===== src/rtl/core_ctrl_pkg.sv =====
// Shared constants for the control sequencer: decoder instruction classes,
// access sizes and the sequencer state encoding.
package core_ctrl_pkg;

    localparam logic [3:0] INST_ILL   = 4'd0;
    localparam logic [3:0] INST_IMM   = 4'd1;
    localparam logic [3:0] INST_REG   = 4'd2;
    localparam logic [3:0] INST_UPP   = 4'd3;
    localparam logic [3:0] INST_JUMP  = 4'd4;
    localparam logic [3:0] INST_LOAD  = 4'd5;
    localparam logic [3:0] INST_STORE = 4'd6;

    localparam logic [1:0] SIZE_BYTE = 2'd0;
    localparam logic [1:0] SIZE_HALF = 2'd1;
    localparam logic [1:0] SIZE_WORD = 2'd2;

    localparam logic [31:0] NOP_INST = 32'h0000_0013;

    typedef enum logic [2:0] {
        ST_FETCH,
        ST_EXEC,
        ST_MEM,
        ST_WB,
        ST_HALT
    } ctrl_state_t;

    // Halves need an even address, words a 4-byte aligned one; bytes never fault.
    function automatic logic is_misaligned(input logic [1:0] size, input logic [1:0] lo);
        return ((size == SIZE_HALF) && lo[0]) || ((size == SIZE_WORD) && (lo != 2'b00));
    endfunction

endpackage


===== src/rtl/core_ctrl_lsu_align.sv =====
// Byte-lane alignment: store data replication and mask shift, plus load
// lane select with sign or zero extension.
module lsu_align
    import core_ctrl_pkg::*;
#(
    parameter int XLEN = 32
) (
    input  logic [1:0]      addr_lo,
    input  logic [1:0]      mem_size,
    input  logic            is_mem_sign,
    input  logic [3:0]      mem_wbmask,
    input  logic [XLEN-1:0] rs2_data,
    input  logic [XLEN-1:0] rdata,
    output logic [XLEN-1:0] wdata,
    output logic [3:0]      wmask,
    output logic [XLEN-1:0] load_data
);

    logic [7:0]  byte_sel;
    logic [15:0] half_sel;

    always_comb begin
        wmask    = mem_wbmask << addr_lo;
        byte_sel = rdata[{addr_lo, 3'b000} +: 8];
        half_sel = rdata[{addr_lo[1], 4'b0000} +: 16];

        case (mem_size)
            SIZE_BYTE: wdata = {(XLEN/8){rs2_data[7:0]}};
            SIZE_HALF: wdata = {(XLEN/16){rs2_data[15:0]}};
            default:   wdata = rs2_data;
        endcase

        case (mem_size)
            SIZE_BYTE: load_data = {{(XLEN-8){is_mem_sign & byte_sel[7]}}, byte_sel};
            SIZE_HALF: load_data = {{(XLEN-16){is_mem_sign & half_sel[15]}}, half_sel};
            default:   load_data = rdata;
        endcase
    end

endmodule


===== src/rtl/core_ctrl.sv =====
// Multi-cycle control sequencer: owns PC and instruction register, shares
// one bus port between fetch and load/store, and strobes register write-back.
module core_ctrl
    import core_ctrl_pkg::*;
#(
    parameter int              XLEN     = 32,
    parameter logic [XLEN-1:0] RESET_PC = 32'h8000_0000
) (
    input  logic            clock,
    input  logic            reset,
    output logic            bus_req,
    output logic            bus_we,
    output logic [XLEN-1:0] bus_addr,
    output logic [XLEN-1:0] bus_wdata,
    output logic [3:0]      bus_wmask,
    input  logic            bus_ack,
    input  logic [XLEN-1:0] bus_rdata,
    output logic [XLEN-1:0] inst,
    input  logic [3:0]      inst_type,
    input  logic [3:0]      mem_wbmask,
    input  logic [1:0]      mem_size,
    input  logic            is_mem_sign,
    input  logic [XLEN-1:0] alu_res,
    input  logic [XLEN-1:0] rs2_data,
    input  logic [XLEN-1:0] next_pc,
    output logic [XLEN-1:0] pc,
    output logic            reg_we,
    output logic            wb_sel,
    output logic [XLEN-1:0] load_data,
    output logic            halted,
    output logic            misalign
);

    ctrl_state_t     state, state_next;
    logic [1:0]      addr_lo, addr_lo_next, align_lo;
    logic [XLEN-1:0] pc_next, inst_next, addr_next, wdata_next, load_next;
    logic [XLEN-1:0] align_wdata, align_load;
    logic [3:0]      wmask_next, align_wmask;
    logic            req_next, we_next, halted_next, misalign_next, retire;

    // Stores align against the live ALU address in EXEC; loads use the latched one.
    assign align_lo = (state == ST_EXEC) ? alu_res[1:0] : addr_lo;

    lsu_align #(.XLEN(XLEN)) u_lsu_align (
        .addr_lo     (align_lo),
        .mem_size    (mem_size),
        .is_mem_sign (is_mem_sign),
        .mem_wbmask  (mem_wbmask),
        .rs2_data    (rs2_data),
        .rdata       (bus_rdata),
        .wdata       (align_wdata),
        .wmask       (align_wmask),
        .load_data   (align_load)
    );

    always_ff @(posedge clock or negedge reset) begin
        if (!reset) begin
            state     <= ST_FETCH;
            pc        <= RESET_PC;
            inst      <= XLEN'(NOP_INST);
            bus_req   <= 1'b0;
            bus_we    <= 1'b0;
            bus_addr  <= '0;
            bus_wdata <= '0;
            bus_wmask <= 4'b0000;
            load_data <= '0;
            halted    <= 1'b0;
            misalign  <= 1'b0;
            addr_lo   <= 2'b00;
        end else begin
            state     <= state_next;
            pc        <= pc_next;
            inst      <= inst_next;
            bus_req   <= req_next;
            bus_we    <= we_next;
            bus_addr  <= addr_next;
            bus_wdata <= wdata_next;
            bus_wmask <= wmask_next;
            load_data <= load_next;
            halted    <= halted_next;
            misalign  <= misalign_next;
            addr_lo   <= addr_lo_next;
        end
    end

    always_comb begin
        state_next    = state;
        pc_next       = pc;
        inst_next     = inst;
        req_next      = bus_req;
        we_next       = bus_we;
        addr_next     = bus_addr;
        wdata_next    = bus_wdata;
        wmask_next    = bus_wmask;
        load_next     = load_data;
        halted_next   = halted;
        misalign_next = misalign;
        addr_lo_next  = addr_lo;
        reg_we        = 1'b0;
        wb_sel        = 1'b0;
        retire        = 1'b0;

        case (state)
            ST_FETCH: begin
                if (!bus_req) begin
                    req_next  = 1'b1;
                    we_next   = 1'b0;
                    addr_next = pc;
                end else if (bus_ack) begin
                    inst_next  = bus_rdata;
                    req_next   = 1'b0;
                    state_next = ST_EXEC;
                end
            end
            ST_EXEC: begin
                case (inst_type)
                    INST_IMM, INST_REG, INST_UPP, INST_JUMP: begin
                        reg_we = 1'b1;
                        retire = 1'b1;
                    end
                    INST_LOAD, INST_STORE: begin
                        addr_lo_next = alu_res[1:0];
                        if (is_misaligned(mem_size, alu_res[1:0])) begin
                            halted_next   = 1'b1;
                            misalign_next = 1'b1;
                            state_next    = ST_HALT;
                        end else begin
                            req_next   = 1'b1;
                            we_next    = (inst_type == INST_STORE);
                            addr_next  = {alu_res[XLEN-1:2], 2'b00};
                            wdata_next = (inst_type == INST_STORE) ? align_wdata : '0;
                            wmask_next = (inst_type == INST_STORE) ? align_wmask : 4'b0000;
                            state_next = ST_MEM;
                        end
                    end
                    default: begin
                        halted_next = 1'b1;
                        state_next  = ST_HALT;
                    end
                endcase
            end
            ST_MEM: begin
                if (bus_ack) begin
                    if (bus_we) begin
                        retire = 1'b1;
                    end else begin
                        load_next  = align_load;
                        req_next   = 1'b0;
                        state_next = ST_WB;
                    end
                end
            end
            ST_WB: begin
                reg_we = 1'b1;
                wb_sel = 1'b1;
                retire = 1'b1;
            end
            ST_HALT: begin
                req_next = 1'b0;
            end
            default: begin
                req_next   = 1'b0;
                state_next = ST_HALT;
            end
        endcase

        // Retiring moves to the next PC and issues its fetch on the same edge.
        if (retire) begin
            pc_next    = next_pc;
            req_next   = 1'b1;
            we_next    = 1'b0;
            addr_next  = next_pc;
            wdata_next = '0;
            wmask_next = 4'b0000;
            state_next = ST_FETCH;
        end
    end

endmodule


===== config.mk =====
export PLATFORM = sky130hd
export DESIGN_NAME = core_ctrl
export DESIGN_NICKNAME = d
export VERILOG_FILES = /design/src/rtl/core_ctrl_pkg.sv /design/src/rtl/core_ctrl_lsu_align.sv /design/src/rtl/core_ctrl.sv
export SDC_FILE = /design/constraint.sdc
export NUM_CORES = 1
export LEC_CHECK = 0
export ABC_AREA = 1
export BUFFER_PORTS_ARGS = -buffer_cell sky130_fd_sc_hd__buf_2
export CORE_MARGIN = 4
export CORE_UTILIZATION = 24
export DETAILED_ROUTE_END_ITERATION = 8
export PLACE_DENSITY = 0.48
export SLEW_MARGIN = 20
export SYNTH_ARGS = -nofsm -noshare
export SYNTH_HDL_FRONTEND = slang
export SYNTH_HIERARCHICAL = 1
export SYNTH_SLANG_ARGS = --single-unit

===== constraint.sdc =====
create_clock -name clock -period 4.2 [get_ports clock]
set_input_delay 0.42 -clock clock [delete_from_list [all_inputs] [get_ports clock]]
set_output_delay 0.42 -clock clock [all_outputs]
set_load 0.02 [all_outputs]

# After elaboration in Yosys (flattened, before gate mapping)
# Index checks and enable logic that the tools add are counted.
# classes
n_eq_ne,24
n_shift,3
muxes,47
bitwise,4
n_reduce_logical,21
# op_table
cell,count
$mux 32,9
$pmux 32 s2,3
$shiftx 32x6->16,1
$shiftx 32x6->8,1
$ne 3x3->1 const B,7
$mux 4,5
$mux 3,6
$mux 1,16
$reduce_and 3->1,5
$eq 4x3->1 const B,3
$pmux 3 s4,1
$eq 4x2->1 const B,2
$eq 3x2->1 const B,2
$ne 2x2->1 const B,3
$pmux 1 s2,3
$pmux 3 s2,1
$reduce_and 6->1,1
$reduce_bool 2->1,3
$reduce_and 5->1,1
$eq 4x1->1 const B,1
$pmux 1 s4,1
$reduce_and 4->1,1
$reduce_or 2->1,2
$reduce_or 4->1,1
other kinds (17),20
# word_totals
ff_bits,173
input_bits,142
output_inout_bits,170

# Longest topological paths before layout
# Gate-level depths: netlist of the first run.
# depth
ltp_word,8
depth_mapped,15
ltp_nobuf,13

# Hierarchy
# Netlist of the first run, hierarchy kept.
# by_module_without_submodules
module,instances,cells_per_inst,area_each_um2,seq_area_each_um2
core_ctrl,1,838,7639.8,4334.2
lsu_align,1,237,1197.4,0.0

# Worst setup path after synthesis of the first run
# No wires, ideal clock.
# synth_timing
path_kind,flip-flop to flip-flop
start,register state[1]
end,register load_data[21]
setup_ns,0.125
arrival_time_ns,2.163
path_slack_ns,1.912
path_stages_with_launch,15
path_buffers,2
synth_period_minus_slack_ns,2.288
cell_sequence,dfrtp_1 > buf_2 > nor2_4 > nand2_4 > clkinv_2 > o21ai_0 > inv_2 > nand2_1 > nand2_1 > nand2_2 > nand2_2 > nand2_4 > buf_6 > nand3_2 > mux2_2
# synth_via
elab_chain_cells,5
word_cells_on_any_way,9
cone_classes,2 x eq/ne; 2 x shift; 2 x mux; 2 x bitwise; 1 x reduce/logical
# synth_rtl
item,line_no,source
from (decl),core_ctrl.sv:34,"ctrl_state_t state, state_next;"
from (signal assigned),core_ctrl.sv:71,state <= state_next;
$eq 3x1->1 *,core_ctrl.sv:42,assign align_lo = (state == ST_EXEC) ? alu_res[1:0] : addr_lo;
$mux 2 *,core_ctrl.sv:42,
via align_lo[1],core_ctrl.sv:35,"logic [1:0] addr_lo, addr_lo_next, align_lo;"
$shiftx 32x6->16 / $shiftx 32x6->8 (equally long branches),"core_ctrl_lsu_align.sv:25, core_ctrl_lsu_align.sv:24",
$and 1x1->1 (on tied branches),"core_ctrl_lsu_align.sv:35, core_ctrl_lsu_align.sv:34",
$pmux 32 s2 *,core_ctrl_lsu_align.sv:33,case (mem_size)
via align_load[21],core_ctrl.sv:37,"logic [XLEN-1:0] align_wdata, align_load;"
to (signal assigned),core_ctrl.sv:79,load_data <= load_next;
to (decl),core_ctrl.sv:29,"output logic [XLEN-1:0] load_data,"
# Mark *: on every way through the listed nets, which the timed path passes. The rest lies on a longest branch.
# A chain may end at the register's enable or synchronous reset.

# Worst setup path in the final report of the first run
# layout_timing
start,register state[1]
end,register load_data[20]
# Same word-level chain as after synthesis.

==> results.yml, run 1 <==
placed_design:
  place_congestion: 0.849
  placedCellCount: 1796
  dp_hpwl_um: 24400
  port_buffers: 311
floorplanning:
  core_area_um2: 36400
  die_height_um: 200
  die_w_um: 200
  dieArea_um2: 40000
  design.portCount: 312
  initial_core_util: 0.243
  core.rowCount: 70
cts:
  clock-root-buffer: "sky130_fd_sc_hd__clkbuf_16"
  insertion_delay_ps: 450
  postCtsSetupBuffers: 0
  cts-root-to-sink-buffers: 2
  cts.clk_slew.worst_paths_ps: 80
  cts.hold.buffers_added: 0
  cts_tree: "yes"
  cts_max_level: 4
  tritoncts.num_buffers: 17
  cts_resized: 0
  clock-sinks: 173
detailed_routing:
  finalWirelength_um: 33600
  routedWlPerCell_um: 18.3
  drt_iter0_markers: 520
  drt_pre_antenna_iters: 5
  remaining_drc_errors: 0
  dr_total_vias: 8383
  postRouteAntennaNets: 0
  routed_via_density: 4.58
hold_path:
  hold_path.class: "input pin to async pin"
synth:
  synth_edf_count: 0
  synth.lib_cells_used.distinct: 35
  synth_seq_area_share: 0.490
  biggest_area_consumer_among_synthesized_cells: "sky130_fd_sc_hd__dfrtp_1"
  synth_cells: 1075
  yosys.area_share.adder: 0
  synthDominantCellAreaShare: 0.479
  muxShareOfSynthArea: 0.0827
  synth_compound_area_frac: 0.0483
  synth_simple_gate_area_frac: 0.318
  synth-async-reset-ratio: 1.00
  yosys_most_used_dff: "sky130_fd_sc_hd__dfrtp_1"
  ys_top_cells_by_area: "sky130_fd_sc_hd__dfrtp_1 48%, sky130_fd_sc_hd__nand2_1 19%, sky130_fd_sc_hd__nand3_1 8.9%, sky130_fd_sc_hd__mux2_2 8.2%, sky130_fd_sc_hd__a21oi_1 2.5%"
  post_synth.cell_area_avg_um2: 8.22
  post-synth-top-count-cell: "sky130_fd_sc_hd__nand2_1"
  combinational_family_with_the_most_area_after_synthesis: "simple AND/OR/NAND/NOR gates"
  post_synthesis_cell_area_um2: 8840
  list_of_most_frequent_post_synthesis_cells: "439 x sky130_fd_sc_hd__nand2_1, 169 x sky130_fd_sc_hd__dfrtp_1, 158 x sky130_fd_sc_hd__nand3_1, 64 x sky130_fd_sc_hd__mux2_2, 44 x sky130_fd_sc_hd__a21oi_1"
  synth-seq-cells: 173
  syn-num-nets: 1217
  yosys_warnings: 6
  synthXorXnorAreaFrac: 0
sta:
  layout_worst_path_cycle_share: 0.719
  fmax_mhz: 331
  timing_hold_violations_final: 0
  rsz_0062_raised_after_global_routing: "false"
  slew-limit-headroom: 0.312
  finClkSkew_ps: 9.99
  setup_tns_ps: 0
  timing.final.crit_period_ps: 3020
  setup_viol_count_final: 0
  maxSlewViolCount: 0
  worstMarginPinSlew_ps: 1030
setup_path:
  worstPathCellList: "nor2_4, nand2_4, clkinv_2, o21ai_2, buf_4, inv_2, nand2_1, nand2_1, nand2_2, nand2_2, nand2_4, nand3_1, mux2_2"
  critical_path.endpoint_type: "flip-flop"
  reg2reg_slack_ps: 1180
  crit_slowest_cell: "sky130_fd_sc_hd__dfrtp_1"
  worstSetupStartpoint: "state[1]$_DFFE_PN0P_"
  length_in_cells_of_the_worst_reg_to_reg_path: 13
  timing.critical_path.arrival_ps: 3360
  timing.rr.end: "load_data[20]$_DFFE_PN0P_"
  critical_path_class: "flip-flop to flip-flop"
  cp_slowest_stage_delay_ps: 510
  crit_fanout: 37
  r2r-start: "state[1]$_DFFE_PN0P_"
  critical_path_end: "load_data[20]$_DFFE_PN0P_"
  req_time_crit_path_ps: 4540
  critPathLaunchType: "flip-flop"
global_route:
  grt_pass1_wl_um: 50200
  grt_max_degree: 89
  first_global_vias: 8331
  grt_overflow_total: 0
  antenna_found_initial: 12
  grtUsageTotal: 0.164
pwr:
  total_switching_power_uw: 3270
  leakagePower_uw: 0.00635
  power_frac_seq: 0.342
  switching_share: 0.439
  vdd_ir_drop_max_v: 0.000337
  clock_power_share: 0.213
  powerDensity_nw_per_um2: 657
  p_int_uw: 4170
  comb_power_share: 0.445
final_layout:
  post_layout_nonfiller_instances: 1831
  final_nets: 1489
  areaGrowthSynthToFinish_pct: 28.1
  drive_above_1_share: 0.343
flow_run:
  maxCapViolCount: 0
status:
  run_status: "finished, final reports clean"
[cell type report]
cell class | instances | area [um^2]
flip-flops and latches | 173 | 4330
multi-input cells | 793 | 3990
diodes | 3 | 7.51
repair buffers | 328 | 1700
clock buffers | 17 | 425
well taps | 468 | 586
inverters | 34 | 129
fillers | 3938 | 25100
clock inverters | 15 | 149
[metal layers]
metal | vias up | track usage | part of all wire | wire, um
met5 | - | 0 | 0.0029 | 99
met4 | 18 | 0.0418 | 0.014 | 458
met3 | 38 | 0.0592 | 0.085 | 2840
met2 | 283 | 0.266 | 0.47 | 15900
met1 | 4003 | 0.210 | 0.43 | 14300
li1 | 4041 | - | - | -
[power by group through the flow]
| stage | sequential [uW] | combinational (uW) | clock, uW |
|---|---|---|---|
| floorplan | 3180 | 1570 | 0 |
| global placement | 2560 | 3330 | 0 |
| detailed placement | 2570 | 3360 | 0 |
| CTS | 2540 | 3370 | 1660 |
| global route | 2610 | 3680 | 1710 |
| finish | 2540 | 3310 | 1590 |
[worst max-delay path: cells and delay by family (launching register included)]
family / cells / cell delay, ps
simple gates: 8 / 1220
buf+inv: 3 / 720
flops: 1 / 510
mux: 1 / 280
compound gates: 1 / 170
[per-stage QoR]
step | hold slack (ps) | total power (uW) | worst slack [ps] | util | area, um^2
finish | 42.3 | 7440 | 1180 | 0.311 | 11300
global route | 96.9 | 8000 | 882 | 0.311 | 11300
CTS | 54.2 | 7570 | 1140 | 0.310 | 11300
detailed placement | 450 | 5920 | 1150 | 0.295 | 10700
global placement | 449 | 5890 | 1190 | 0.295 | 10700
floorplan | 124 | 4750 | 1910 | - | 8840
[flip-flops by register name (all words and copies together), names as in the netlist]
register,flops
bus_wmask,4
addr_lo,2
misalign,1
bus_addr,32
bus_wdata,32
inst,32
state,3
bus_req,1
bus_we,1
pc,32
load_data,32
halted,1
[worst min path at each step]
stage               cells after the start                endpoint          startpoint
floorplan                               0  addr_lo[0]$_DFFE_PN0P_               reset
global placement                        2      halted$_DFFE_PN0P_  halted$_DFFE_PN0P_
detailed placement                      2      halted$_DFFE_PN0P_  halted$_DFFE_PN0P_
CTS                                     1    inst[17]$_DFFE_PN0P_               reset
global route                            1    inst[17]$_DFFE_PN0P_               reset
finish                                  1    inst[17]$_DFFE_PN0P_               reset
[logic make-up (layout without fill, tap and decap cells)]
group	count (synthesis)	after routing
compound gates	76	76
flops	173	173
other cells	0	3
simple gates	652	652
buf+inv	109	394
mux	65	65
[placed cells by master (no fill, tap or decap), types with 4 or more instances in the layout]
| cell | instances |
|---|---|
| sky130_fd_sc_hd__o211ai_1 | 14 |
| sky130_fd_sc_hd__nand2_1 | 438 |
| sky130_fd_sc_hd__dfrtp_1 | 169 |
| sky130_fd_sc_hd__clkinv_4 | 6 |
| sky130_fd_sc_hd__nand3_1 | 158 |
| sky130_fd_sc_hd__inv_6 | 4 |
| sky130_fd_sc_hd__mux2_2 | 64 |
| sky130_fd_sc_hd__inv_8 | 4 |
| sky130_fd_sc_hd__nor2_2 | 4 |
| sky130_fd_sc_hd__inv_1 | 26 |
| sky130_fd_sc_hd__nand3_2 | 12 |
| sky130_fd_sc_hd__buf_4 | 16 |
| sky130_fd_sc_hd__and2_1 | 5 |
| sky130_fd_sc_hd__a21oi_1 | 44 |
| sky130_fd_sc_hd__nand2_2 | 5 |
| sky130_fd_sc_hd__buf_2 | 310 |
| sky130_fd_sc_hd__inv_2 | 7 |
| sky130_fd_sc_hd__clkbuf_16 | 17 |
| sky130_fd_sc_hd__nor2_1 | 16 |
| sky130_fd_sc_hd__o21ai_0 | 13 |
| sky130_fd_sc_hd__dfstp_2 | 4 |
(Power assumes the default switching activity.)
==> run 2, diff against run 1 <==
==> constraint.sdc (replaced) <==
create_clock -name clock -period 2.8 [get_ports clock]
set_input_delay 0.28 -clock clock [delete_from_list [all_inputs] [get_ports clock]]
set_output_delay 0.28 -clock clock [all_outputs]
set_load 0.02 [all_outputs]
==> results.yml, run 2 (same netlist as run 1, synthesis figures left out) <==
placed_design:
  post_dp_cell_area_um2: 10800
  port_buffers: 311
  place_congestion: 0.836
  dp_hpwl_um: 24200
pwr:
  fin_total_pwr_uw: 11400
  switching_share: 0.423
  vdd_ir_drop_max_v: 0.000617
  leakagePower_uw: 0.00640
  powerDensity_nw_per_um2: 995
  total_switching_power_uw: 4820
  power_frac_seq: 0.336
  comb_power_share: 0.438
  p_int_uw: 6560
  clock_power_share: 0.226
floorplanning:
  core_area_um2: 36400
  core.rowCount: 70
  die_w_um: 200
  design.portCount: 312
  die_height_um: 200
  initial_core_util: 0.243
  dieArea_um2: 40000
setup_path:
  timing.critical_path.arrival_ps: 2790
  critical_path_class: "flip-flop to flip-flop"
  crit_fanout: 17
  timing.rr.end: "load_data[19]$_DFFE_PN0P_"
  critPathLaunchType: "flip-flop"
  req_time_crit_path_ps: 3180
  reg2reg_slack_ps: 390
  length_in_cells_of_the_worst_reg_to_reg_path: 10
  critical_path.endpoint_type: "flip-flop"
  r2r-start: "state[2]$_DFFE_PN0P_"
global_route:
  grt_overflow_total: 0
  grt_pass1_wl_um: 50300
  first_global_vias: 8245
  grt_max_degree: 87
  antenna_found_initial: 14
  grtUsageTotal: 0.164
final_layout:
  areaGrowthSynthToFinish_pct: 29.4
  layout.cell_area.non_filler_um2: 11400
  drive_above_1_share: 0.344
  final_util: 0.314
  final_nets: 1494
  final_common_cell: "sky130_fd_sc_hd__nand2_1"
  layout.cells.most_common_list: "438 x sky130_fd_sc_hd__nand2_1, 310 x sky130_fd_sc_hd__buf_2, 169 x sky130_fd_sc_hd__dfrtp_1, 158 x sky130_fd_sc_hd__nand3_1, 64 x sky130_fd_sc_hd__mux2_2"
sta:
  maxSlewViolCount: 0
  setup_viol_count_final: 0
  rsz_0062_raised_after_global_routing: "false"
  setup_tns_ps: 0
  final.hold.worst_slack_ps: 59.1
  worstMarginPinSlew_ps: 707
  timing.final.crit_period_ps: 2410
  slew-limit-headroom: 0.528
  finClkSkew_ps: 10.9
  fmax_mhz: 415
  timing_hold_violations_final: 0
  layout_worst_path_cycle_share: 0.860
cts:
  cts-root-to-sink-buffers: 2
  tritoncts.num_buffers: 17
  cts_resized: 0
  clock-sinks: 173
  cts_max_level: 4
  cts.hold.buffers_added: 1
  clock-root-buffer: "sky130_fd_sc_hd__clkbuf_16"
  insertion_delay_ps: 440
  cts_tree: "yes"
  postCtsSetupBuffers: 0
  cts.clk_slew.worst_paths_ps: 80
hold_path:
  hold_path.class: "input pin to flip-flop"
  worst_hold_path.num_cells: 3
  hold_path_end: "pc[20]$_DFFE_PN0N_"
  hold_path.startpoint: "next_pc[20]"
flow_run:
  maxCapViolCount: 0
detailed_routing:
  routed_via_density: 4.58
  drt_pre_antenna_iters: 5
  dr_total_vias: 8410
  postRouteAntennaNets: 0
  drt_iter0_markers: 421
  finalWirelength_um: 33500
  remaining_drc_errors: 0
  routedWlPerCell_um: 18.2
status:
  run_status: "finished, final reports clean"
[run 2: changes by cell type in the layout (fill, tap and decap cells not counted)]
| cell | before | now |
|---|---|---|
| sky130_fd_sc_hd__inv_8 | 4 | 1 |
| sky130_fd_sc_hd__buf_4 | 16 | 18 |
| sky130_fd_sc_hd__dlygate4sd3_1 | 0 | 1 |
| sky130_fd_sc_hd__inv_6 | 4 | 5 |
| sky130_fd_sc_hd__buf_12 | 1 | 3 |
| sky130_fd_sc_hd__clkinv_8 | 1 | 0 |
| sky130_fd_sc_hd__clkinv_2 | 1 | 3 |
| sky130_fd_sc_hd__clkbuf_8 | 0 | 1 |
| sky130_fd_sc_hd__clkinv_4 | 6 | 1 |
| sky130_fd_sc_hd__clkinvlp_4 | 0 | 2 |
| sky130_fd_sc_hd__bufinv_16 | 0 | 3 |
| sky130_fd_sc_hd__diode_2 | 3 | 5 |
[run 2: critical path: stages, from the launching register on]
cell                       delay (ps)
sky130_fd_sc_hd__dfrtp_1          450
sky130_fd_sc_hd__nor2_4            60
sky130_fd_sc_hd__nand2_4           70
sky130_fd_sc_hd__clkinv_2         130
sky130_fd_sc_hd__o21ai_2          300
sky130_fd_sc_hd__buf_4            290
sky130_fd_sc_hd__nand2_1           80
sky130_fd_sc_hd__nand2_1          130
sky130_fd_sc_hd__nand3_2          420
sky130_fd_sc_hd__nand3_1          230
sky130_fd_sc_hd__mux2_2           170
[run 2: final cells by class]
cell class,instances,area (um^2)
inverters,34,129
clock buffers,18,439
repair buffers,333,1770
fillers,3961,25000
diodes,5,12.5
well taps,468,586
flip-flops and latches,173,4330
clock inverters,14,179
multi-input cells,793,3990
[run 2: power groups by stage]
stage	Combinational [uW]	Sequential, uW	Clock, uW
floorplan	2360	4770	0
global placement	5050	3840	0
detailed placement	5070	3860	0
CTS	5090	3820	2670
global route	5560	3930	2770
finish	4990	3820	2570
[run 2: layer usage]
| layer | routed length, um | vias to the layer above | track usage |
|---|---|---|---|
| met5 | 105 | - | 0 |
| met4 | 532 | 18 | 0.0423 |
| met3 | 2910 | 40 | 0.0621 |
| met2 | 15700 | 314 | 0.265 |
| met1 | 14200 | 3985 | 0.209 |
| li1 | - | 4053 | - |
[run 2: worst max path at each step]
stage | depth (start not counted) | to | startpoint
floorplan | 14 | load_data[21]$_DFFE_PN0P_ | state[1]$_DFFE_PN0P_
global placement | 12 | load_data[17]$_DFFE_PN0P_ | state[2]$_DFFE_PN0P_
detailed placement | 12 | load_data[9]$_DFFE_PN0P_ | state[2]$_DFFE_PN0P_
CTS | 12 | load_data[11]$_DFFE_PN0P_ | state[2]$_DFFE_PN0P_
global route | 10 | load_data[18]$_DFFE_PN0P_ | state[2]$_DFFE_PN0P_
finish | 10 | load_data[19]$_DFFE_PN0P_ | state[2]$_DFFE_PN0P_
[run 2: metrics by stage]
stage | cells | setup slack (ps)
finish | 1838 | 391
CTS | 1833 | 362
global placement | 1800 | 429
global route | 1837 | 181
floorplan | 1075 | 512
detailed placement | 1800 | 388
